## config.mk

```make
export PLATFORM = sky130hd
export DESIGN_NAME = divisor_segmentado
export DESIGN_NICKNAME = d
export VERILOG_FILES = /design/src/rtl/divisor_pkg.sv /design/src/rtl/divisor_etapa.sv /design/src/rtl/divisor_segmentado.sv
export SDC_FILE = /design/constraint.sdc
export NUM_CORES = 1
export LEC_CHECK = 0
export BUFFER_PORTS_ARGS = -buffer_cell sky130_fd_sc_hd__buf_2
export CELL_PAD_IN_SITES_DETAIL_PLACEMENT = 2
export CELL_PAD_IN_SITES_GLOBAL_PLACEMENT = 2
export CORE_MARGIN = 2
export CORE_UTILIZATION = 37
export CTS_CLUSTER_DIAMETER = 60
export DETAILED_ROUTE_END_ITERATION = 8
export PLACE_DENSITY = 0.8
export SLEW_MARGIN = 15
export SYNTH_ARGS = -nofsm -noshare
export SYNTH_HDL_FRONTEND = slang
export SYNTH_HIERARCHICAL = 1
export SYNTH_SLANG_ARGS = --single-unit
```

## constraint.sdc

```tcl
create_clock -name clk -period 2.2 [get_ports clk]
set_clock_uncertainty 0.2 [all_clocks]
set_input_delay 0.33 -clock clk [delete_from_list [all_inputs] [get_ports clk]]
set_output_delay 0.33 -clock clk [all_outputs]
set_load 0.005 [all_outputs]
```

## src/rtl/divisor_pkg.sv

```systemverilog
// rtl/divisor_pkg.sv - shared stage type and latency helper for the pipelined divider
package divisor_pkg;

  // Per-stage control bits; the width-dependent operands travel beside them as plain vectors.
  typedef struct packed {
    logic valid;
    logic den_zero;
    logic sign_q;
    logic sign_r;
  } etapa_t;

  function automatic int latencia(input int w);
    return w + 2;
  endfunction

endpackage

```

## src/rtl/divisor_etapa.sv

```systemverilog
// rtl/divisor_etapa.sv - one registered restoring-division step (one quotient bit, MSB first)
module divisor_etapa
  import divisor_pkg::*;
#(
  parameter int W = 8
) (
  input  logic         clk,
  input  logic         rst_n,
  input  etapa_t       ctl_i,
  input  logic [W-1:0] den_i,
  input  logic [W:0]   rem_i,
  input  logic [W-1:0] quo_i,
  output etapa_t       ctl_o,
  output logic [W-1:0] den_o,
  output logic [W:0]   rem_o,
  output logic [W-1:0] quo_o
);

  etapa_t       ctl_d, ctl_q;
  logic [W-1:0] den_d, den_q;
  logic [W:0]   rem_d, rem_q;
  logic [W-1:0] quo_d, quo_q;
  logic [W+1:0] shifted;
  logic [W+1:0] trial;

  // quo carries the unconsumed dividend bits at the top and collects quotient bits at the bottom.
  always_comb begin
    shifted = {rem_i, quo_i[W-1]};
    trial   = shifted - {2'b00, den_i};
    ctl_d   = ctl_i;
    den_d   = den_i;
    rem_d   = trial[W+1] ? shifted[W:0] : trial[W:0];
    quo_d   = {quo_i[W-2:0], ~trial[W+1]};
  end

  always_ff @(posedge clk) begin
    if (!rst_n) begin
      ctl_q <= '0;
      den_q <= '0;
      rem_q <= '0;
      quo_q <= '0;
    end else begin
      ctl_q <= ctl_d;
      den_q <= den_d;
      rem_q <= rem_d;
      quo_q <= quo_d;
    end
  end

  assign ctl_o = ctl_q;
  assign den_o = den_q;
  assign rem_o = rem_q;
  assign quo_o = quo_q;

endmodule

```

## src/rtl/divisor_segmentado.sv

```systemverilog
// rtl/divisor_segmentado.sv - pipelined divider, one op per clock; DIVISOR_SIGNED_EN selects signed mode
module divisor_segmentado
  import divisor_pkg::*;
#(
  parameter int tamanyo = 8
) (
  input  logic               clk,
  input  logic               rst_n,
  input  logic               start,
  input  logic [tamanyo-1:0] num,
  input  logic [tamanyo-1:0] den,
  output logic [tamanyo-1:0] coc,
  output logic [tamanyo-1:0] res,
  output logic               done
);

  localparam int W = tamanyo;

  etapa_t       ctl_c [0:W];
  logic [W-1:0] den_c [0:W];
  logic [W:0]   rem_c [0:W];
  logic [W-1:0] quo_c [0:W];

  etapa_t       ent_ctl_d, ent_ctl_q;
  logic [W-1:0] ent_den_d, ent_den_q;
  logic [W-1:0] ent_quo_d, ent_quo_q;

  always_comb begin
    ent_ctl_d.valid    = start;
    ent_ctl_d.den_zero = (den == '0);
`ifdef DIVISOR_SIGNED_EN
    ent_ctl_d.sign_r   = num[W-1];
    ent_ctl_d.sign_q   = num[W-1] ^ den[W-1];
    ent_quo_d          = num[W-1] ? -num : num;
    ent_den_d          = den[W-1] ? -den : den;
`else
    ent_ctl_d.sign_r   = 1'b0;
    ent_ctl_d.sign_q   = 1'b0;
    ent_quo_d          = num;
    ent_den_d          = den;
`endif
  end

  always_ff @(posedge clk) begin
    if (!rst_n) begin
      ent_ctl_q <= '0;
      ent_den_q <= '0;
      ent_quo_q <= '0;
    end else begin
      ent_ctl_q <= ent_ctl_d;
      ent_den_q <= ent_den_d;
      ent_quo_q <= ent_quo_d;
    end
  end

  assign ctl_c[0] = ent_ctl_q;
  assign den_c[0] = ent_den_q;
  assign rem_c[0] = '0;
  assign quo_c[0] = ent_quo_q;

  for (genvar k = 0; k < W; k++) begin : g_etapa
    divisor_etapa #(.W(W)) u_etapa (
      .clk   (clk),
      .rst_n (rst_n),
      .ctl_i (ctl_c[k]),
      .den_i (den_c[k]),
      .rem_i (rem_c[k]),
      .quo_i (quo_c[k]),
      .ctl_o (ctl_c[k+1]),
      .den_o (den_c[k+1]),
      .rem_o (rem_c[k+1]),
      .quo_o (quo_c[k+1])
    );
  end

  logic         fin_valid_d, fin_valid_q;
  logic [W-1:0] fin_coc_d, fin_coc_q;
  logic [W-1:0] fin_res_d, fin_res_q;
  logic [W-1:0] coc_d, coc_q;
  logic [W-1:0] res_d, res_q;
  logic         done_d, done_q;

  // A zero divisor leaves rem = |num|, so sign correction alone restores res = num.
  always_comb begin
    fin_valid_d = ctl_c[W].valid;
`ifdef DIVISOR_SIGNED_EN
    fin_coc_d   = ctl_c[W].sign_q ? -quo_c[W] : quo_c[W];
    fin_res_d   = ctl_c[W].sign_r ? -rem_c[W][W-1:0] : rem_c[W][W-1:0];
`else
    fin_coc_d   = quo_c[W];
    fin_res_d   = rem_c[W][W-1:0];
`endif
    if (ctl_c[W].den_zero) begin
      fin_coc_d = '1;
    end
    coc_d  = fin_valid_q ? fin_coc_q : coc_q;
    res_d  = fin_valid_q ? fin_res_q : res_q;
    done_d = fin_valid_q;
  end

  always_ff @(posedge clk) begin
    if (!rst_n) begin
      fin_valid_q <= 1'b0;
      fin_coc_q   <= '0;
      fin_res_q   <= '0;
      coc_q       <= '0;
      res_q       <= '0;
      done_q      <= 1'b0;
    end else begin
      fin_valid_q <= fin_valid_d;
      fin_coc_q   <= fin_coc_d;
      fin_res_q   <= fin_res_d;
      coc_q       <= coc_d;
      res_q       <= res_d;
      done_q      <= done_d;
    end
  end

  assign coc  = coc_q;
  assign res  = res_q;
  assign done = done_q;

endmodule

```

==> load_flow_metrics.sql <==
INSERT INTO impl_metrics (metric_group, metric, value, unit) VALUES
('outcome', 'status', 'complete, but fails checks', ''),
('outcome', 'failed_checks', 'negative setup slack', ''),
('clock_network', 'tritoncts.num_buffers', '31', ''),
('critical_path', 'timing.critical_path.slowest_stage_cell', 'dfxtp_1', ''),
('sta', 'final_min_period_over_clock_period', '109', '%'),
('floorplan', 'row_count', '66', ''),
('detailed_routing', 'post_drt_via_cell_ratio', '5.86', ''),
('place', 'port_buffers', '35', ''),
('final_layout', 'final.fill_count', '3283', ''),
('final_layout', 'final_layout_size_suffix_gt1_share', '27.9', '%'),
('critical_path', 'crit_path_end_kind', 'register', ''),
('worst_hold_path', 'timing.hold.worst.class', 'in -> reg', ''),
('critical_path', 'setup.worst_path.start_class', 'register', ''),
('critical_path', 'crit_path_max_fanout', '6', ''),
('final_layout', 'syn_to_final_growth', '31.3', '%'),
('clock_network', 'cts_htree_levels', '1', ''),
('clock_network', 'clk_latency', '0.60', 'ns'),
('power', 'power_frac_clock', '26.6', '%'),
('detailed_routing', 'drt_first_pass_iters', '5', ''),
('floorplan', 'dieHeight', '185', 'µm'),
('final_layout', 'final_cell_area', '15900', 'µm²'),
('flow_run', 'cap_viol_max_count', '0', ''),
('power', 'leakage_power_summed_over_all_cells', '6.26', 'nW'),
('detailed_routing', 'antenna_violating_nets_post_route', '0', ''),
('clock_network', 'clkTransAtPathRegs', '0.07', 'ns'),
('critical_path', 'worst_path_largest_cell_delay', '0.33', 'ns'),
('sta', 'finalWorstSetupSlack', '-0.187', 'ns'),
('sta', 'rsz0062_at_grt', 'true', ''),
('detailed_routing', 'wl_per_cell', '31.5', 'µm'),
('critical_path', 'worstPathCellList', 'inv_1 > ha_4 > a21oi_4 > o221a_1 > nand3_2 > nand2_4 > mux2i_1', ''),
('floorplan', 'floorplan.initialDensity', '37.4', '%'),
('detailed_routing', 'post-route-drc-count', '0', ''),
('critical_path', 'timing.critical_path.arrival', '2.67', 'ns'),
('global_route', 'initial_antenna_violation_count', '0', ''),
('synthesis', 'synth-warning-count', '6', ''),
('critical_path', 'critical_setup_path_kind', 'reg -> reg', ''),
('floorplan', 'fp.dieArea', '34200', 'µm²'),
('synthesis', 'synth_area_per_cell', '9.43', 'µm²'),
('power', 'power_density', '1320', 'nW/µm²'),
('power', 'net-switching-power', '8.82', 'mW'),
('synthesis', 'syn_inst', '1285', ''),
('floorplan', 'ioPinCount', '36', ''),
('synthesis', 'synthesis.area', '12100', 'µm²'),
('clock_network', 'cts.path.max_buffers', '3', ''),
('global_route', 'grt_remaining_overflow', '0', ''),
('clock_network', 'clock_tree_from_tritoncts', 'built', ''),
('global_route', 'grt_pass1_wl', '75600', 'µm'),
('floorplan', 'die_width', '185', 'µm'),
('sta', 'timing.final.crit_period', '2.39', 'ns'),
('place', 'routabilityCongestion', '0.818', ''),
('global_route', 'grt_start_max_net_pins', '68', ''),
('detailed_routing', 'detail_route.iter0.violations', '849', ''),
('power', 'share_comb_of_total_power', '46.0', '%'),
('floorplan', 'design.core.area', '32400', 'µm²'),
('final_layout', 'nets', '1533', ''),
('clock_network', 'root_buf_cell', 'clkbuf_16', ''),
('global_route', 'gr-usage-all-layers', '29.3', '%'),
('place', 'place_area', '13100', 'µm²'),
('sta', 'slew_violations', '0', ''),
('place', 'dpl.hpwl', '27000', 'µm'),
('power', 'vdd_ir_drop_max', '797', 'µV'),
('clock_network', 'clock_sink_count', '259', ''),
('power', 'switching_share', '41.9', '%'),
('power', 'seq_power_share', '27.4', '%'),
('sta', 'timing.max_slew.rel_slack', '61.5', '%'),
('critical_path', 'critPathRequiredTime', '2.49', 'ns'),
('power', 'internal_power', '12.2', 'mW'),
('final_layout', 'insertedDiodeCount', '0', ''),
('power', 'power', '21.0', 'mW'),
('sta', 'max_freq', '0.419', 'GHz'),
('sta', 'finalSetupViolCount', '43', ''),
('detailed_routing', 'detailroute.via_count', '11200', ''),
('detailed_routing', 'route.final.wire_length', '60100', 'µm'),
('sta', 'final-hold-violation-count', '0', ''),
('sta', 'timing_worst_slew_pin_value', '0.577', 'ns'),
('global_route', 'number_of_global_route_vias_before_repair', '12000', '');
flip-flops by register name, summed over array words and instances, names as in the netlist:
| name | flops |
|---|---|
| res | 8 |
| done_d | 1 |
| fin_res_q | 8 |
| fin_coc_q | 8 |
| ctl_c | 2 |
| done | 1 |
| ent_den_q | 8 |
| ent_quo_q | 8 |
| g_etapa.u_etapa/rem_o | 71 |
| coc | 8 |
| g_etapa.u_etapa/quo_o | 64 |
| g_etapa.u_etapa/ctl_o | 16 |
| g_etapa.u_etapa/den_o | 56 |
power groups by stage:
stage / Clock [mW] / Sequential (mW) / Combinational [mW]
floorplan: 0 / 5.49 / 4.91
global placement: 0 / 5.63 / 6.24
detailed placement: 0 / 5.66 / 6.56
CTS: 5.44 / 5.62 / 7.42
global route: 5.85 / 5.76 / 10.1
finish: 5.61 / 5.75 / 9.68
critical path, delay by kind of cell, from the launching register on:
family | cells | cell delay, ns
compound gates | 2 | 0.59
simple gates | 2 | 0.45
flops | 1 | 0.33
fa+ha+maj | 1 | 0.30
mux | 1 | 0.30
buf+inv | 1 | 0.11
layer usage:
metal | share of wire [%] | global-route usage (%) | vias to the layer above
met2 | 52 | 55.9 | 477
met4 | 8.7 | 17.0 | 0
met3 | 3.6 | 3.91 | 276
met1 | 35 | 30.5 | 5647
met5 | 0 | 0 | -
li1 | - | - | 4789
repair_timing:
action / 4_1_cts / 5_1_grt
gates cloned: 0 / 0
resized for setup: 70 / 168
hold buffers: 17 / 0
endpoints found under the setup margin: 52 / 72
buffers inserted: 10 / 31
hold endpoints to repair: 18 / 0
pin swaps: 9 / 52
stage by stage:
| step | setup WS [ns] | TNS (ns) | instances | utilization [%] | hold slack [ns] |
|---|---|---|---|---|---|
| after floorplan | 0.177 | 0 | 1310 | - | 0.205 |
| after global placement | 0.0601 | 0 | 1793 | 40.5 | 0.213 |
| after detailed placement | -0.0439 | -0.122 | 1793 | 40.5 | 0.221 |
| after CTS | -0.0367 | -0.0367 | 1878 | 45.7 | 0.0327 |
| after global routing | -0.192 | -3.62 | 1909 | 49.1 | 0.0475 |
| final | -0.187 | -2.56 | 1909 | 49.1 | 0.0566 |
layout by cell type (no fill, tap or decap), types with 9 or more instances in the layout:
master and n:
inv_1 87, a21oi_4 18, dfxtp_1 241, clkbuf_16 31, nand3_4 9, and2_1 118, o21ai_0 31, ha_4 43
nand3_1 17, nand3b_1 14, o21a_1 30, o2111ai_1 9, a21oi_2 13, inv_2 15, o21ai_1 18, buf_2 34
a21oi_1 53, nor3_2 9, conb_1 26, nor3_1 44, buf_4 73, xnor2_1 9, and3_1 15, o211a_1 9
dfxtp_2 18, mux2i_1 43, nor2_1 62, dlygate4sd3_1 17, nand2_1 86, nor2b_1 24, ha_1 14
path summary, 6_finish.rpt:
| kind | start | endpoint | slack [ns] | cells after the start |
|---|---|---|---|---|
| setup / recovery | g_etapa[1].u_etapa/den_o[4]$_SDFF_PN0_ | g_etapa[2].u_etapa/rem_o[2]$_SDFF_PN0_ | -0.19 | 7 |
| setup reg to reg | g_etapa[1].u_etapa/den_o[4]$_SDFF_PN0_ | g_etapa[2].u_etapa/rem_o[2]$_SDFF_PN0_ | -0.19 | 7 |
| hold / removal | rst_n | g_etapa[3].u_etapa/rem_o[0]$_SDFF_PN0_ | 0.06 | 2 |
| hold reg to reg | g_etapa[7].u_etapa/rem_o[7]$_SDFF_PN0_ | fin_res_q[7]$_SDFF_PN0_ | 0.25 | 1 |
layout make-up:
cell class / count / area, µm² / area share [%]
well taps: 442 / 553 / 3.48
clock inverters: 19 / 205 / 1.29
inverters: 105 / 399 / 2.51
flip-flops and latches: 259 / 5210 / 32.7
repair buffers: 133 / 1020 / 6.39
multi-input cells: 912 / 7680 / 48.3
clock buffers: 39 / 846 / 5.32
Power figures use the tool's default switching activity.
